==> src/rtl/fetch_pkg.sv <==
// rtl/fetch_pkg.sv - shared types, reset PC and branch/jump target helpers for instruction fetch
package fetch_pkg;

  localparam logic [31:0] RESET_PC_DEFAULT = 32'h0000_0000;

  // STALE means a request is still on the bus but its data belongs to a discarded path
  typedef enum logic {
    FETCH = 1'b0,
    STALE = 1'b1
  } fetch_state_t;

  typedef struct packed {
    logic [31:0] pc;
    logic [31:0] word;
  } fetch_entry_t;

  // Conditional branch: word offset relative to the instruction after the branch
  function automatic logic [31:0] branch_target(input logic [31:0] pc, input logic [15:0] imm);
    logic [31:0] offset;
    offset = {{14{imm[15]}}, imm, 2'b00};
    return pc + 32'd4 + offset;
  endfunction

  // J-type: keep the 256 MB region of the next sequential PC
  function automatic logic [31:0] jump_target(input logic [31:0] pc, input logic [25:0] addr);
    return ((pc + 32'd4) & 32'hF000_0000) | {4'b0000, addr, 2'b00};
  endfunction

endpackage

==> src/rtl/fetch_if.sv <==
// rtl/fetch_if.sv - instruction memory, decoder and redirect signals of the fetch stage
interface fetch_if;

  logic        imem_req;
  logic [31:0] imem_addr;
  logic        imem_ack;
  logic [31:0] imem_rdata;
  logic        stall;
  logic [31:0] instr;
  logic [31:0] instr_pc;
  logic        instr_valid;
  logic        branch_taken;
  logic [15:0] branch_imm;
  logic        jump;
  logic [25:0] jump_addr;
  logic        jr;
  logic [31:0] jr_target;

  // Fetch unit side
  modport master (
    output imem_req, imem_addr, instr, instr_pc, instr_valid,
    input  imem_ack, imem_rdata, stall, branch_taken, branch_imm,
           jump, jump_addr, jr, jr_target
  );

  // Memory and decode/execute side
  modport slave (
    input  imem_req, imem_addr, instr, instr_pc, instr_valid,
    output imem_ack, imem_rdata, stall, branch_taken, branch_imm,
           jump, jump_addr, jr, jr_target
  );

endinterface

==> src/rtl/fetch_queue.sv <==
// rtl/fetch_queue.sv - small in-order instruction queue with flush
module fetch_queue
  import fetch_pkg::*;
#(
  parameter int DEPTH = 2
) (
  input  logic                     clk,
  input  logic                     rst_n,
  input  logic                     i_push,
  input  fetch_entry_t             i_entry,
  input  logic                     i_pop,
  input  logic                     i_flush,
  output logic [$clog2(DEPTH):0]   o_count,
  output fetch_entry_t             o_head
);

  localparam int AW = $clog2(DEPTH);
  localparam int CW = AW + 1;
  localparam logic [AW-1:0] PTR_ONE = AW'(1);
  localparam logic [CW-1:0] CNT_ONE = CW'(1);

  fetch_entry_t  r_mem [DEPTH];
  logic [AW-1:0] r_rd_ptr;
  logic [AW-1:0] r_wr_ptr;
  logic [CW-1:0] r_count;
  logic          w_pop;

  // Never pop an empty queue even if the caller asks
  assign w_pop   = i_pop && (r_count != '0);
  assign o_count = r_count;
  assign o_head  = r_mem[r_rd_ptr];

  // Pointer, count and storage update; flush empties without touching storage
  always_ff @(posedge clk) begin
    if (!rst_n) begin
      r_rd_ptr <= '0;
      r_wr_ptr <= '0;
      r_count  <= '0;
      for (int i = 0; i < DEPTH; i++) r_mem[i] <= '0;
    end else if (i_flush) begin
      r_rd_ptr <= '0;
      r_wr_ptr <= '0;
      r_count  <= '0;
    end else begin
      if (i_push) begin
        r_mem[r_wr_ptr] <= i_entry;
        r_wr_ptr        <= r_wr_ptr + PTR_ONE;
      end
      if (w_pop) r_rd_ptr <= r_rd_ptr + PTR_ONE;
      case ({i_push, w_pop})
        2'b10:   r_count <= r_count + CNT_ONE;
        2'b01:   r_count <= r_count - CNT_ONE;
        default: r_count <= r_count;
      endcase
    end
  end

endmodule

==> src/rtl/fetch_unit.sv <==
// rtl/fetch_unit.sv - fetch PC, imem req/ack handshake, redirect handling and instruction queue
module fetch_unit
  import fetch_pkg::*;
#(
  parameter logic [31:0] RESET_PC    = RESET_PC_DEFAULT,
  parameter int          QUEUE_DEPTH = 2
) (
  input  logic clk,
  input  logic rst_n,
  fetch_if.master bus
);

  localparam int CW = $clog2(QUEUE_DEPTH) + 1;
  localparam logic [CW-1:0] DEPTH_C = CW'(QUEUE_DEPTH);
  localparam logic [CW-1:0] CNT_ONE = CW'(1);

  fetch_state_t  r_state;
  fetch_state_t  w_state_next;
  logic [31:0]   r_fetch_pc;
  logic [31:0]   w_fetch_pc_next;
  logic          r_req;
  logic          w_req_next;
  logic [31:0]   r_addr;
  logic [31:0]   w_addr_next;
  logic [CW-1:0] w_count;
  logic [CW-1:0] w_count_next;
  fetch_entry_t  w_head;
  fetch_entry_t  w_push_entry;
  logic          w_valid;
  logic          w_take;
  logic          w_redirect;
  logic          w_acked;
  logic          w_push;
  logic          w_pending;
  logic [31:0]   w_target;

  assign w_valid    = (w_count != '0);
  assign w_take     = w_valid && !bus.stall;
  assign w_redirect = w_take && (bus.jr || bus.jump || bus.branch_taken);
  assign w_acked    = r_req && bus.imem_ack;
  // A request still waiting for ack after this edge must keep req/addr stable
  assign w_pending  = r_req && !bus.imem_ack;
  // Data acked alongside a redirect, or while STALE, is from the wrong path
  assign w_push     = w_acked && (r_state == FETCH) && !w_redirect;
  assign w_push_entry = '{pc: r_fetch_pc, word: bus.imem_rdata};

  fetch_queue #(.DEPTH(QUEUE_DEPTH)) u_queue (
    .clk     (clk),
    .rst_n   (rst_n),
    .i_push  (w_push),
    .i_entry (w_push_entry),
    .i_pop   (w_take),
    .i_flush (w_redirect),
    .o_count (w_count),
    .o_head  (w_head)
  );

  assign bus.imem_req    = r_req;
  assign bus.imem_addr   = r_addr;
  assign bus.instr       = w_head.word;
  assign bus.instr_pc    = w_head.pc;
  assign bus.instr_valid = w_valid;

  // Redirect target with jr > jump > branch priority
  always_comb begin
    w_target = branch_target(w_head.pc, bus.branch_imm);
    if (bus.jr)
      w_target = bus.jr_target & 32'hFFFF_FFFC;
    else if (bus.jump)
      w_target = jump_target(w_head.pc, bus.jump_addr);
  end

  // Queue occupancy after this edge, used by the issue rule
  always_comb begin
    w_count_next = w_count;
    if (w_redirect)
      w_count_next = '0;
    else begin
      case ({w_push, w_take})
        2'b10:   w_count_next = w_count + CNT_ONE;
        2'b01:   w_count_next = w_count - CNT_ONE;
        default: w_count_next = w_count;
      endcase
    end
  end

  // Next state, fetch PC and request issue
  always_comb begin
    w_state_next    = r_state;
    w_fetch_pc_next = r_fetch_pc;
    w_req_next      = r_req;
    w_addr_next     = r_addr;
    case (r_state)
      FETCH: begin
        if (w_redirect) begin
          w_fetch_pc_next = w_target;
          if (w_pending) w_state_next = STALE;
        end else if (w_push) begin
          w_fetch_pc_next = r_fetch_pc + 32'd4;
        end
      end
      STALE: begin
        if (w_redirect) w_fetch_pc_next = w_target;
        if (w_acked) w_state_next = FETCH;
      end
      default: w_state_next = FETCH;
    endcase
    if (!w_pending) begin
      if ((w_state_next == FETCH) && (w_count_next < DEPTH_C)) begin
        w_req_next  = 1'b1;
        w_addr_next = w_fetch_pc_next;
      end else begin
        w_req_next  = 1'b0;
      end
    end
  end

  // State, PC and bus registers; reset abandons any in-flight request
  always_ff @(posedge clk) begin
    if (!rst_n) begin
      r_state    <= FETCH;
      r_fetch_pc <= RESET_PC;
      r_req      <= 1'b0;
      r_addr     <= RESET_PC;
    end else begin
      r_state    <= w_state_next;
      r_fetch_pc <= w_fetch_pc_next;
      r_req      <= w_req_next;
      r_addr     <= w_addr_next;
    end
  end

endmodule
==> src/flat_wrapper.sv <==
// flat-port wrapper written by rule: the top's interface ports become plain ports
module fetch_unit_flat import fetch_pkg::*;
#(
  parameter logic [31:0] RESET_PC    = RESET_PC_DEFAULT,
  parameter int          QUEUE_DEPTH = 2
)
  (clk, rst_n, bus_imem_req, bus_imem_addr, bus_instr, bus_instr_pc, bus_instr_valid, bus_imem_ack, bus_imem_rdata, bus_stall, bus_branch_taken, bus_branch_imm, bus_jump, bus_jump_addr, bus_jr, bus_jr_target);
  fetch_if bus_i ();
  input  logic clk;
  input  logic rst_n;
  output wire logic [$bits(bus_i.imem_req)-1:0] bus_imem_req;
  output wire logic [$bits(bus_i.imem_addr)-1:0] bus_imem_addr;
  output wire logic [$bits(bus_i.instr)-1:0] bus_instr;
  output wire logic [$bits(bus_i.instr_pc)-1:0] bus_instr_pc;
  output wire logic [$bits(bus_i.instr_valid)-1:0] bus_instr_valid;
  input wire logic [$bits(bus_i.imem_ack)-1:0] bus_imem_ack;
  input wire logic [$bits(bus_i.imem_rdata)-1:0] bus_imem_rdata;
  input wire logic [$bits(bus_i.stall)-1:0] bus_stall;
  input wire logic [$bits(bus_i.branch_taken)-1:0] bus_branch_taken;
  input wire logic [$bits(bus_i.branch_imm)-1:0] bus_branch_imm;
  input wire logic [$bits(bus_i.jump)-1:0] bus_jump;
  input wire logic [$bits(bus_i.jump_addr)-1:0] bus_jump_addr;
  input wire logic [$bits(bus_i.jr)-1:0] bus_jr;
  input wire logic [$bits(bus_i.jr_target)-1:0] bus_jr_target;
  assign bus_imem_req = bus_i.imem_req;
  assign bus_imem_addr = bus_i.imem_addr;
  assign bus_instr = bus_i.instr;
  assign bus_instr_pc = bus_i.instr_pc;
  assign bus_instr_valid = bus_i.instr_valid;
  assign bus_i.imem_ack = bus_imem_ack;
  assign bus_i.imem_rdata = bus_imem_rdata;
  assign bus_i.stall = bus_stall;
  assign bus_i.branch_taken = bus_branch_taken;
  assign bus_i.branch_imm = bus_branch_imm;
  assign bus_i.jump = bus_jump;
  assign bus_i.jump_addr = bus_jump_addr;
  assign bus_i.jr = bus_jr;
  assign bus_i.jr_target = bus_jr_target;
  fetch_unit #(.RESET_PC(RESET_PC), .QUEUE_DEPTH(QUEUE_DEPTH)) u_core (.clk(clk), .rst_n(rst_n), .bus(bus_i));
endmodule
==> config.mk <==
export PLATFORM = sky130hd
export DESIGN_NAME = fetch_unit_flat
export DESIGN_NICKNAME = d
export VERILOG_FILES = /design/src/rtl/fetch_pkg.sv /design/src/rtl/fetch_if.sv /design/src/rtl/fetch_queue.sv /design/src/rtl/fetch_unit.sv /design/src/flat_wrapper.sv
export SDC_FILE = /design/constraint.sdc
export NUM_CORES = 1
export LEC_CHECK = 0
export CAP_MARGIN = 20
export CORE_AREA = 2 2 147 149
export DETAILED_ROUTE_END_ITERATION = 8
export DIE_AREA = 0 0 149 151
export PLACE_DENSITY = 0.9
export SLEW_MARGIN = 0
export SYNTH_ARGS = -nofsm -noshare
export SYNTH_HDL_FRONTEND = slang
export SYNTH_SLANG_ARGS = --single-unit
export TNS_END_PERCENT = 30
==> constraint.sdc <==
create_clock -name clk -period 14.1 [get_ports clk]
set_input_delay 2.115 -clock clk [delete_from_list [all_inputs] [get_ports clk]]
set_output_delay 2.115 -clock clk [all_outputs]
set_load 0.005 [all_outputs]
**Word level (Yosys, flattened, before mapping)**

Memories as Yosys holds them, arrays and structs flattened. A register that Yosys moved wholly into a read port is not among the register bits.
Cells that the tools add are included.
W data, S select, Z words.

- Add/sub/neg operators: 7
- Order comparisons: 1
- Equal/unequal tests: 4
- Multiplexer cells: 24
- Bitwise gates (word level): 5
- Reduce and logical (&&, ||, !) cells: 18

Operator list:

| operator | number |
|---|---|
| $mux W32 | 5 |
| $add A32 B3 Y32 const B | 2 |
| $mux W64 | 1 |
| $pmux W32 S2 | 1 |
| $reduce_or A64 Y1 | 1 |
| $add A32 B32 Y32 | 1 |
| $or A32 B28 Y32 | 1 |
| $mux W1 | 13 |
| $logic_and A1 B1 Y1 | 8 |
| $pmux W2 S2 | 2 |
| $eq A2 B1 Y1 const B | 2 |
| $eq A2 B2 Y1 const B | 2 |
| $not A1 Y1 | 4 |
| $reduce_bool A2 Y1 | 2 |
| $logic_not A1 Y1 | 3 |
| $add A1 B1 Y1 const B | 2 |
| $add A2 B1 Y2 const B | 1 |
| $logic_or A1 B1 Y1 | 2 |
| $lt A2 B2 Y1 const B | 1 |
| $mux W2 | 1 |
| $pmux W1 S2 | 1 |
| $reduce_and A2 Y1 | 1 |
| $reduce_or A2 Y1 | 1 |
| $sub A2 B1 Y2 const B | 1 |

- Register bits: 70
- Bits in writable memories: 128
- Input bits: 113
- Output and inout port bits: 98
- Word-level logic and storage cells: 67
- Memories kept: 1

Memories:

| name | depth | bits a word | rd ports | clocked after memory_dff | write ports | line | source |
|---|---|---|---|---|---|---|---|
| u_core.u_queue.r_mem | 2 | 64 | 1 | 1 | 2 | fetch_queue.sv:22 | `fetch_entry_t r_mem [DEPTH];` |

**Longest topological paths before layout**

Gate-level depths: netlist of run 1.

- Depth in word-level cells: 11
- Depth in mapped cells: 25
- Mapped depth without buffers: 18

**Hierarchy**

From an unflattened synthesis of run 1, not the netlist that was laid out.

- Cells, all modules: 1155
- Area total of the unflattened synthesis: 11533.6 sq um

By module, submodules not included:

| module | times used | cells each | area each (sq um) | sequential area each (sq um) |
|---|---|---|---|---|
| fetch_queue | 1 | 381 | 5841.9 | 3943.8 |
| fetch_unit | 1 | 774 | 5691.7 | 1321.3 |

**Least setup slack after synthesis of run 1**

OpenSTA, ideal clock, no wires.

- Path kind: input port to flip-flop
- From: in bus_jump
- To: mem u_core.u_queue.r_mem[0][0] in the netlist's numbering (enable)
- Library setup time: 575 ps
- Data arrival time: 7290 ps
- Slack: 6235 ps
- Stages: 4
- Path through: or3_4 > nand2_1 > nand2_1 > o21ai_0

RTL lines:

| item | line | source |
|---|---|---|
| start: declaration | flat_wrapper.sv:21 | `input wire logic [$bits(bus_i.jump)-1:0] bus_jump;` |
| end: declaration | fetch_queue.sv:22 |  |

==> summary.md, run 1 <==
| Metric | Value |
|---|---|
| Setup TNS | `0 ns` |
| FFs w/ async S/R, synth | `0%` |
| CP Capture Type | `flip-flop` |
| DR vias | `around 10000` |
| FP Rows | `53` |
| Mapped Avg Cell Area | `about 9.8 µm²` |
| Most common cell after layout, fill and taps aside | `clkdlybuf4s50_1` |
| Synth unique cells | `between 60 and 70` |
| Total gr overflow | `0` |
| Largest cells by area after synthesis | `edfxtp_1 (33%), dfxtp_1 (12%), and2_1 (7.8%)` |
| Post-detailed-placement half-perimeter wirelength | `around 24000 µm` |
| R2R depth | `17` |
| Worst min-delay path class | `reg -> reg` |
| DRC Markers | `0` |
| Vias per inst | `6.02` |
| Die Wd | `approximately 150 µm` |
| DR pass1 iterations | `6` |
| #FFs+latches synth | `199` |
| Post-Place Cells | `between 1500 and 2000` |
| Post-Synthesis Cell Area | `around 0.012 mm²` |
| Routed WL | `33600 µm` |
| Hold Fails Final Rpt | `0` |
| GRT Total Usage | `29.6%` |
| Post CTS Setup Buffer Count | `0` |
| Slew margin rel. | `36.8%` |
| Detailed Route Iter0 Violations | `1100` |
| Vias in the first global route | `around 9600` |
| CTS Hold Bufs | `0` |
| Wirelength per Cell | `around 20 µm` |
| CP Class | `reg -> reg` |
| Placed standard-cell area | `around 0.014 mm²` |
| Type of element launching the critical path | `flip-flop` |
| Clock transition at path regs | `approximately 0.080 ns` |
| # port buffers | `approximately 210` |
| Sequential Area | `about 0.0053 mm²` |
| Top cell type's share of synthesized area | `33.2%` |
| Share of cells above drive strength 1 | `slightly above 8%` |
| Main synth FF type | `edfxtp_1` |
| Slew Viols, Final | `0` |
| Peak VDD IR | `approximately 100 µV` |
| Area Growth Syn to Fin | `25.6%` |
| Final core utilization | `around 70%` |
| Synth Instances | `about 1200` |
| Worst hold slack | `around 0.46 ns` |
| H-tree depth | `4` |
| Setup slack at placement | `between 8 and 9 ns` |
| Tcrit/Tclk final | `38.9%` |
| Leading area contributor after synthesis | `edfxtp_1` |
| Cell Pwr Density | `around 160 mW/mm²` |
| Synth Warn # | `0` |
| Initial antenna violation count | `2` |
| Area of the multi-input gates | `between 0.006 and 0.007 mm²` |
| Fin area | `between 0.01 and 0.015 mm²` |
| EDFF count, synth | `~130` |
| Status | `finished, final reports clean` |
| Layout Nets | `1523` |
| Critical Path AT | `a little under 6 ns` |
| Maximum fanout along the worst path | `52` |
| Routability congestion estimate | `about 0.94` |
| Final setup vio count | `0` |
| LEAKAGE | `roughly 5.6 nW` |
| Core ar. | `between 0.02 and 0.025 mm²` |
| Measured slew at the worst slew-check pin | `0.944 ns` |
| Die Area | `between 0.02 and 0.025 mm²` |
| Fmax | `approximately 0.18 GHz` |
| Critical Path RT | `14.48 ns` |
| RSZ-0062 raised after global routing | `false` |
| CTS tree | `built` |
| Post-CTS Resized | `0` |
| Commonest cells after routing, fill and taps aside | `clkdlybuf4s50_1 (208), and2_1 (144), edfxtp_1 (128)` |
| Layout fillers | `1484` |
| Clock tree buffer depth | `2` |
| Io pins | `roughly 210` |
| Num CTS Buffers | `17` |
| Post-route setup slack | `around 8.6 ns` |
| Final min period | `about 5.5 ns` |
| Post-synth net total | `1341` |
| Fin cells | `approximately 1700` |
| Clock Sinks | `roughly 200` |
| Initial Utilization | `55.6%` |
| Max-cap viol count | `0` |
| Root Buffer | `clkbuf_16` |
| Sequential-to-total area share from yosys stat | `between 40% and 50%` |
| Final Power | `~2.3 mW` |
| Worst-skew pair later-pin latency | `about 0.45 ns` |
| Hold Path Stages | `2` |
| ANT nets after route | `0` |
| First-pass GRT wire length | `between 50000 and 60000 µm` |
| Die height | `151 µm` |
| Pin count of the biggest net entering global routing | `65` |
| Clk_skew | `approximately 0.013 ns` |
-- cells by family (layout without fill, tap and decap cells) --
logic type | after synthesis | in the layout | share of synthesized area [%]
and+or+nand+nor | 482 | 482 | 21.9
AOI/OAI and AO/OA | 233 | 233 | 12.8
DFF | 199 | 199 | 45.5
buffers and inverters | 84 | 279 | 2.88
xor gates and xnor gates | 78 | 78 | 5.90
muxes | 70 | 70 | 6.60
adders and majority gates | 41 | 41 | 4.50
other | 0 | 1 | 0
-- layer usage --
layer  track usage, %  wire length [µm]  up-vias
met1             39.6             13500     4672
met3             6.99              3540      105
met4             11.7              1200        0
li1                 -                 -     4616
met5                0                 0        -
met2             46.9             15300      580
-- sequential cells by signal, indices dropped and copies added (netlist names), named ones only --
| register | flops |
|---|---|
| u_core.r_state | 1 |
| u_core.u_queue.r_wr_ptr | 1 |
| u_core.u_queue.r_mem | 128 |
| u_core.bus.imem_req | 1 |
| u_core.u_queue.o_count | 2 |
| u_core.r_fetch_pc | 32 |
| u_core.u_queue.r_rd_ptr | 1 |
| u_core.bus.imem_addr | 32 |
-- cell usage after synthesis (4+ instances only) --
library cell,instances
dfxtp_1,71
a22oi_1,4
o211ai_1,11
nand4_1,18
a21oi_1,66
o21ai_0,50
ha_1,40
xor2_1,38
a31oi_1,11
nor2b_1,11
inv_1,26
nor2_1,86
o21a_1,8
o21bai_1,5
nand3_1,37
a21o_1,13
mux2i_1,19
mux2_2,51
a211oi_1,22
xnor2_1,40
edfxtp_1,128
nand2b_1,4
nor3_1,20
nand4b_1,7
nand2_1,116
and2_1,144
o2111ai_1,4
buf_2,5
o21ai_1,8
buf_1,4
or3_1,6
and3_1,15
clkbuf_1,47
-- layout make-up --
class,instances,area share [%]
antenna,1,0.0172
clock buffer,17,2.93
clock inverter,15,1.47
inverter,26,0.672
multi-input combinational,904,41.3
sequential,199,36.3
tap,275,2.37
timing repair buffer,221,15.0
-- final timing paths --
check / from / to / slack [ns]
min reg2reg: u_core.bus.imem_addr[28] / u_core.bus.imem_addr[28] / 0.46
max: flip-flop / u_core.bus.imem_addr[27] / 8.62
min: u_core.bus.imem_addr[28] / u_core.bus.imem_addr[28] / 0.46
max reg2reg: flip-flop / u_core.bus.imem_addr[27] / 8.62
-- worst max-delay path: stages, from the launching register on --
cell and delay (ns):
dfxtp_4 0.66, buf_4 0.62, nand3_1 0.29, a222oi_1 0.75, and3_1 0.35, nand3_1 0.17, nor2_1 0.17, xor2_1 0.22
ha_1 0.31, inv_1 0.12, o21bai_1 0.09, a21oi_1 0.27, nand3_1 0.11, o21ai_0 0.40, xor2_1 0.17, a221oi_1 0.47
nand2_1 0.12, a21oi_1 0.13
-- where the power goes --
| part | switching (mW) | internal (mW) |
|---|---|---|
| Sequential | 0.0883 | 0.732 |
| Combinational | 0.534 | 0.440 |
| Clock | 0.246 | 0.273 |
| Total | 0.868 | 1.45 |
Power figures use the tool's default switching activity.
==> run 2: changes to the inputs <==
--- a/config.mk
+++ b/config.mk
@@ -6,10 +6,10 @@
 export NUM_CORES = 1
 export LEC_CHECK = 0
 export CAP_MARGIN = 20
-export CORE_AREA = 2 2 147 149
+export CORE_AREA = 2 2 150 152
 export DETAILED_ROUTE_END_ITERATION = 8
-export DIE_AREA = 0 0 149 151
-export PLACE_DENSITY = 0.9
+export DIE_AREA = 0 0 152 154
+export PLACE_DENSITY = 0.87
 export SLEW_MARGIN = 0
 export SYNTH_ARGS = -nofsm -noshare
 export SYNTH_HDL_FRONTEND = slang
==> constraint.sdc (replaced) <==
create_clock -name clk -period 5.7 [get_ports clk]
set_input_delay 0.855 -clock clk [delete_from_list [all_inputs] [get_ports clk]]
set_output_delay 0.855 -clock clk [all_outputs]
set_load 0.005 [all_outputs]
==> run 2 against run 1 <==
Utilization fell by 2.9 points; sequential cell count did not move; combinational power rose by 150%; cell count rose by 0.36%; highest routed layer is now met5; clock skew rose by 0.0022 ns.
==> summary.md, run 2 (synthesized netlist as in run 1, its figures left out) <==
| Metric | Value |
|---|---|
| Int Pwr | `3.53 mW (+140%)` |
| Worst hold slack | `0.468 ns (+0.00905 ns)` |
| Die Area | `0.0234 mm² (+4.0%)` |
| Area Growth Syn to Fin | `25.3%` |
| Antenna diodes | `0 (-1)` |
| Clock Sinks | `199 (unchanged)` |
| Share of cells above drive strength 1 | `8.31% (+0.060 points)` |
| FF-to-FF setup slack | `0.86 ns (-7.76 ns)` |
| Final setup vio count | `0 (unchanged)` |
| Die Wd | `152 µm (+2.0%)` |
| Most common cell after layout, fill and taps aside | `clkdlybuf4s50_1` |
| Detailed Route Iter0 Violations | `999 (-9.2%)` |
| Clk_skew | `0.0150 ns (+0.00220 ns)` |
| Worst path max stage delay | `0.79 ns (+0.04 ns)` |
| Clk pwr share | `21.5% (-0.9 points)` |
| Peak VDD IR | `264 µV (+160%)` |
| Clock transition at path regs | `0.08 ns (about the same)` |
| CP cell instances | `nand3_1, a222oi_1, and2_1, nor2_1, ha_1, and4_1, and3_1, nand2_1, a211oi_1, nor3_1, o311ai_1, xor2_1, o2111ai_1, a31oi_1` |
| Core ar. | `0.0217 mm² (+4.2%)` |
| Wirelength per Cell | `19.9 µm (-1.8%)` |
| Post CTS Setup Buffer Count | `0 (unchanged)` |
| Final core utilization | `66.8% (-2.9 points)` |
| Measured slew at the worst slew-check pin | `1.04 ns (+0.0946 ns)` |
| # port buffers | `208 (unchanged)` |
| Critical Path AT | `5.21 ns (-0.65 ns)` |
| Hold path startpoint | `u_core.bus.imem_addr[3]` |
| Slew Viols, Final | `0 (unchanged)` |
| Fin area | `0.0145 mm² (-0.24%)` |
| CP Class | `reg -> reg` |
| Clock tree buffer depth | `2 (unchanged)` |
| Routability congestion estimate | `0.926 (-1.6%)` |
| Post-detailed-placement half-perimeter wirelength | `24000 µm (+0.87%)` |
| Hold Fails Final Rpt | `0 (unchanged)` |
| Combinational Power Share | `42.4% (+0.3 points)` |
| Critical Path RT | `6.07 ns (-8.41 ns)` |
| Initial Utilization | `53.4% (-2.2 points)` |
| Largest delay share family, worst path | `compound AO/OA/AOI/OAI gates` |
| DRC Markers | `0 (unchanged)` |
| Setup TNS | `0 ns (unchanged)` |
| Post-CTS Resized | `0 (unchanged)` |
| Vias per inst | `5.93 (-1.4%)` |
| Cell Pwr Density | `389 mW/mm² (+140%)` |
| Worst min-delay path class | `reg -> reg` |
| Most flop-heavy register | `u_core.u_queue.r_mem` |
| CTS Hold Bufs | `0 (unchanged)` |
| Worst path bufs/invs | `0 (-2)` |
| DR pass1 iterations | `7 (+1)` |
| GRT Total Usage | `27.6% (-2.0 points)` |
| Vias in the first global route | `9487 (-1.3%)` |
| Fmax | `0.207 GHz (+13%)` |
| Slew margin rel. | `30.7% (-6.1 points)` |
| CTS tree | `built` |
| Switch share | `37.4% (-0.14 points)` |
| Placed standard-cell area | `0.0139 mm² (+0.15%)` |
| Layout fillers | `1640 (+11%)` |
| CP Capture Type | `flip-flop` |
| Layout Nets | `1525 (+0.13%)` |
| LEAKAGE | `5.57 nW (-0.13%)` |
| Area of the multi-input gates | `0.00600 mm² (unchanged)` |
| Maximum fanout along the worst path | `57 (+9.6%)` |
| FP Rows | `54 (+1.9%)` |
| First-pass GRT wire length | `51100 µm (about the same)` |
| Initial antenna violation count | `1 (-1)` |
| Die height | `154 µm (+2.0%)` |
| Largest register FFs | `128 (unchanged)` |
| Io pins | `211 (unchanged)` |
| ANT nets after route | `0 (unchanged)` |
| Status | `finished, final reports clean` |
| Tcrit/Tclk final | `84.9% (+46 points)` |
| RSZ-0062 raised after global routing | `false` |
| Num CTS Buffers | `17 (unchanged)` |
| Final Power | `5.63 mW (+140%)` |
| Commonest cells after routing, fill and taps aside | `clkdlybuf4s50_1 (208), and2_1 (144), edfxtp_1 (128)` |
| DR vias | `9870 (-1.0%)` |
| Final min period | `4.84 ns (-0.640 ns)` |
| Routed WL | `33100 µm (-1.4%)` |
| Sequential Area | `0.00527 mm² (unchanged)` |
| Root Buffer | `clkbuf_16` |
| Sequential cell fraction of total power | `36.1% (+0.6 points)` |
| H-tree depth | `4 (unchanged)` |
| Pin count of the biggest net entering global routing | `65 (unchanged)` |
| Switching Power | `2.10 mW (+140%)` |
| Max-cap viol count | `0 (unchanged)` |
| Worst-skew pair later-pin latency | `0.44 ns (about the same)` |
| Total gr overflow | `0 (unchanged)` |
| Type of element launching the critical path | `flip-flop` |
| CP max stage cell | `dfxtp_4` |
==> run 2: cell count changes in the layout (fill, tap and decap cells not counted), sizes merged <==
| cell | change |
|---|---|
| buf | +2 |
| bufinv | -1 |
| clkbuf | +1 |
| clkinv | -1 |
| clkinvlp | -1 |
| diode | -1 |
| inv | +2 |
==> run 2: through the flow <==
stage	setup slack (ns)	instances
after detailed placement	1.00	1632
after CTS	0.969	1664
after global routing	0.512	1664
after global placement	0.982	1632
final	0.860	1664
after floorplan	0.703	1187
==> run 2: layout make-up <==
cell class	instances	area share [%]
clock buffers	18	2.96
clock inverters	14	1.08
inverters	26	0.673
multi-input cells	904	41.4
flip-flops and latches	199	36.3
well taps	280	2.42
repair buffers	223	15.1
==> run 2: power groups by stage <==
stage | registers (mW) | clock network, mW | logic (mW)
2_1_floorplan | 1.97 | 0 | 1.41
3_3_place_gp | 2.04 | 0 | 2.29
3_5_place_dp | 2.05 | 0 | 2.33
4_1_cts | 2.03 | 1.22 | 2.36
5_1_grt | 2.06 | 1.26 | 2.58
6_report | 2.03 | 1.21 | 2.39
==> run 2: worst register-to-register path: cells and delay by family, from the launching register on <==
| kind | cells | cell delay, ns |
|---|---|---|
| AO/OA/AOI/OAI | 5 | 1.85 |
| XOR/XNOR | 1 | 0.38 |
| AND/OR/NAND/NOR | 7 | 1.40 |
| flip-flops | 1 | 0.79 |
| adder cells (fa/ha/maj) | 1 | 0.35 |
==> run 2: final timing paths <==
| path | endpoint | depth (start not counted) |
|---|---|---|
| worst max-delay path | u_core.bus.imem_addr[25] | 14 |
| worst min-delay path | u_core.bus.imem_addr[3] | 2 |
| worst max register to register | u_core.bus.imem_addr[25] | 14 |
| worst min register to register | u_core.bus.imem_addr[3] | 2 |
==> run 2: metal layers <==
layer	vias up	wire [µm]	track usage [%]
met4	2	1020	9.97
met2	556	15000	43.5
li1	4622	-	-
met3	76	3070	5.61
met5	-	13	0
met1	4614	14000	38.1
==> run 3: changes to the inputs <==
--- a/config.mk
+++ b/config.mk
@@ -6,10 +6,10 @@
 export NUM_CORES = 1
 export LEC_CHECK = 0
 export CAP_MARGIN = 20
-export CORE_AREA = 2 2 150 152
+export CORE_AREA = 2 2 159 161
 export DETAILED_ROUTE_END_ITERATION = 8
-export DIE_AREA = 0 0 152 154
-export PLACE_DENSITY = 0.87
+export DIE_AREA = 0 0 161 163
+export PLACE_DENSITY = 0.82
 export SLEW_MARGIN = 0
 export SYNTH_ARGS = -nofsm -noshare
 export SYNTH_HDL_FRONTEND = slang
==> constraint.sdc (replaced) <==
create_clock -name clk -period 4.41 [get_ports clk]
set_input_delay 0.6615 -clock clk [delete_from_list [all_inputs] [get_ports clk]]
set_output_delay 0.6615 -clock clk [all_outputs]
set_load 0.005 [all_outputs]
==> run 3 against run 2 <==
Clock power grew 28%; fmax grew 15%; combinational power grew 35%; sequential power grew 28%; non-clock buffer count grew 12; total power grew 31%; critical path type unchanged; hold slack lost 0.00097 ns; sequential cell count is the same; die area grew 12%; critical endpoint is now u_core.bus.imem_addr[30]; global-route usage shrank 2.3 points; cell count grew 3.7%; clock-buffer cell count grew 2.
==> summary.md, run 3 (synthesized netlist as in run 1, its figures left out) <==
| Metric | Value |
|---|---|
| Post CTS Setup Buffer Count | `0 (unchanged)` |
| Hold Fails Final Rpt | `0 (unchanged)` |
| Met3 WL post-DR | `2980 µm (-2.9%)` |
| Area Growth Syn to Fin | `27.1%` |
| Slew margin rel. | `47.1% (+16 points)` |
| Final setup vio count | `0 (unchanged)` |
| Most common cell after layout, fill and taps aside | `clkdlybuf4s50_1` |
| Clock transition at path regs | `0.08 ns (about the same)` |
| Type of element launching the critical path | `flip-flop` |
| Post-Place Cells | `1694 (+3.8%)` |
| Initial antenna violation count | `0 (-1)` |
| Maximum fanout along the worst path | `20 (-65%)` |
| Die Wd | `161 µm (+5.9%)` |
| Peak VDD IR | `331 µV (+26%)` |
| Max-cap viol count | `0 (unchanged)` |
| Initial Utilization | `46.9% (-6.5 points)` |
| Met2 WL post-DR | `15400 µm (+2.4%)` |
| Commonest cells after routing, fill and taps aside | `clkdlybuf4s50_1 (208), and2_1 (143), edfxtp_1 (128)` |
| GRT Total Usage | `25.3% (-2.3 points)` |
| Largest register FFs | `128 (unchanged)` |
| DR top layer | `met4` |
| Status | `finished, final reports clean` |
| Fmax | `0.238 GHz (+15%)` |
| Tcrit/Tclk final | `95.1% (+10 points)` |
| Hold Path Stages | `2 (unchanged)` |
| Wirelength per Cell | `19.6 µm (-1.5%)` |
| H-tree depth | `4 (unchanged)` |
| Die height | `163 µm (+5.8%)` |
| Final core utilization | `59.6% (-7.2 points)` |
| Final Power | `7.37 mW (+31%)` |
| Share of cells above drive strength 1 | `9.67% (+1.4 points)` |
| DR pass1 iterations | `6 (-1)` |
| DRC Markers | `0 (unchanged)` |
| Pin count of the biggest net entering global routing | `51 (-22%)` |
| Fin cells | `1726 (+3.7%)` |
| Clock Sinks | `199 (unchanged)` |
| Post-detailed-placement half-perimeter wirelength | `25300 µm (+5.2%)` |
| Routed WL | `33800 µm (+2.1%)` |
| R2R depth | `14 (unchanged)` |
| Layout Nets | `1537 (+0.79%)` |
| Antenna diodes | `0 (unchanged)` |
| Worst min-delay path class | `reg -> reg` |
| CP Capture Type | `flip-flop` |
| Setup TNS | `0 ns (unchanged)` |
| Worst path max stage delay | `0.52 ns (-0.27 ns)` |
| Io pins | `211 (unchanged)` |
| FP Rows | `58 (+7.4%)` |
| Routability congestion estimate | `0.950 (+2.7%)` |
| CTS Hold Bufs | `0 (unchanged)` |
| CP max stage cell | `or4b_1` |
| Largest delay share family, worst path | `simple AND/OR/NAND/NOR gates` |
| Measured slew at the worst slew-check pin | `0.791 ns (-0.248 ns)` |
| Worst hold slack | `0.467 ns (-0.000971 ns)` |
| CP Class | `reg -> reg` |
| ANT nets after route | `0 (unchanged)` |
| Clock tree buffer depth | `2 (unchanged)` |
| CP cell instances | `nand3_1, a222oi_1, buf_4, and2_1, nor2b_2, xnor2_1, ha_1, nand2_1, or4b_1, o21ai_1, nand3_1, mux2i_1, nor2_1, o31ai_1` |
| Post-route setup slack | `0.217 ns (-0.643 ns)` |
| Placed standard-cell area | `0.0141 mm² (+1.3%)` |
| Worst path bufs/invs | `1 (+1)` |
| First-pass GRT wire length | `51500 µm (+0.78%)` |
| Critical Path Stages | `14 (unchanged)` |
| Total gr overflow | `0 (unchanged)` |
| Num CTS Buffers | `17 (unchanged)` |
| Most flop-heavy register | `u_core.u_queue.r_mem` |
| CTS tree | `built` |
| Critical Path AT | `4.53 ns (-0.68 ns)` |
| Critical Path RT | `4.74 ns (-1.33 ns)` |
| # port buffers | `208 (unchanged)` |
| LEAKAGE | `5.64 nW (+1.4%)` |
| Final min period | `4.19 ns (-0.647 ns)` |
| Slew Viols, Final | `0 (unchanged)` |
| Fin area | `0.0147 mm² (+1.5%)` |
| Vias in the first global route | `9538 (+0.54%)` |
| Vias per inst | `5.75 (-3.0%)` |
| Clk_skew | `0.0164 ns (+0.00146 ns)` |
| Worst-skew pair later-pin latency | `0.44 ns (about the same)` |
| Detailed Route Iter0 Violations | `970 (-2.9%)` |
| Core ar. | `0.0247 mm² (+14%)` |
| Cell Pwr Density | `501 mW/mm² (+29%)` |
| Cell seen most often among critical-path stages | `nand3_1` |
| DR vias | `9928 (+0.59%)` |
| Root Buffer | `clkbuf_16` |
| Setup slack at placement | `0.192 ns (-0.812 ns)` |
| DRT met1 WL | `14700 µm (+4.9%)` |
| RSZ-0062 raised after global routing | `true` |
| Die Area | `0.0262 mm² (+12%)` |
[run 3: cell types whose count changed in the layout (fill, tap and decap cells not counted), sizes merged]
cell    delta
buf       +12
bufinv     -1
clkbuf     +2
clkinv     -1
[run 3: timing repair]
| action | 4_1_cts | 5_1_grt |
|---|---|---|
| resized for setup | 0 | 8 |
| setup endpoints to repair | 0 | 9 |
| endpoints found under the hold margin | 0 | 0 |
[run 3: layout make-up]
class                      instances  area (µm²)
sequential                       199        5270
fill                            2044        9960
timing repair buffer             235        2310
inverter                          26        97.6
clock inverter                    12         100
tap                              330         413
clock buffer                      20         489
multi-input combinational        904        6030
[run 3: path summary, 6_finish.rpt]
check | startpoint | end | slack, ns
max reg2reg | flip-flop | u_core.bus.imem_addr[30] | 0.22
min reg2reg | u_core.bus.imem_addr[27] | u_core.bus.imem_addr[27] | 0.47
max | flip-flop | u_core.bus.imem_addr[30] | 0.22
min | u_core.bus.imem_addr[27] | u_core.bus.imem_addr[27] | 0.47
[run 3: power by group]
group	total (mW)	internal, mW	switching, mW
clock network	1.55	0.822	0.733
logic	3.22	1.45	1.77
registers	2.59	2.34	0.253
[run 3: worst min-delay path: cells and delay by family, from the launching register on]
kind               cells  cell delay (ns)
and+or+nand+nor        1             0.05
AOI/OAI and AO/OA      1             0.06
DFF                    1             0.32
[run 3: metal layers]
layer	GRT usage, %	vias to the layer above
met5	0	-
met4	8.00	0
met3	4.46	56
met2	40.1	507
met1	35.4	4719
li1	-	4646
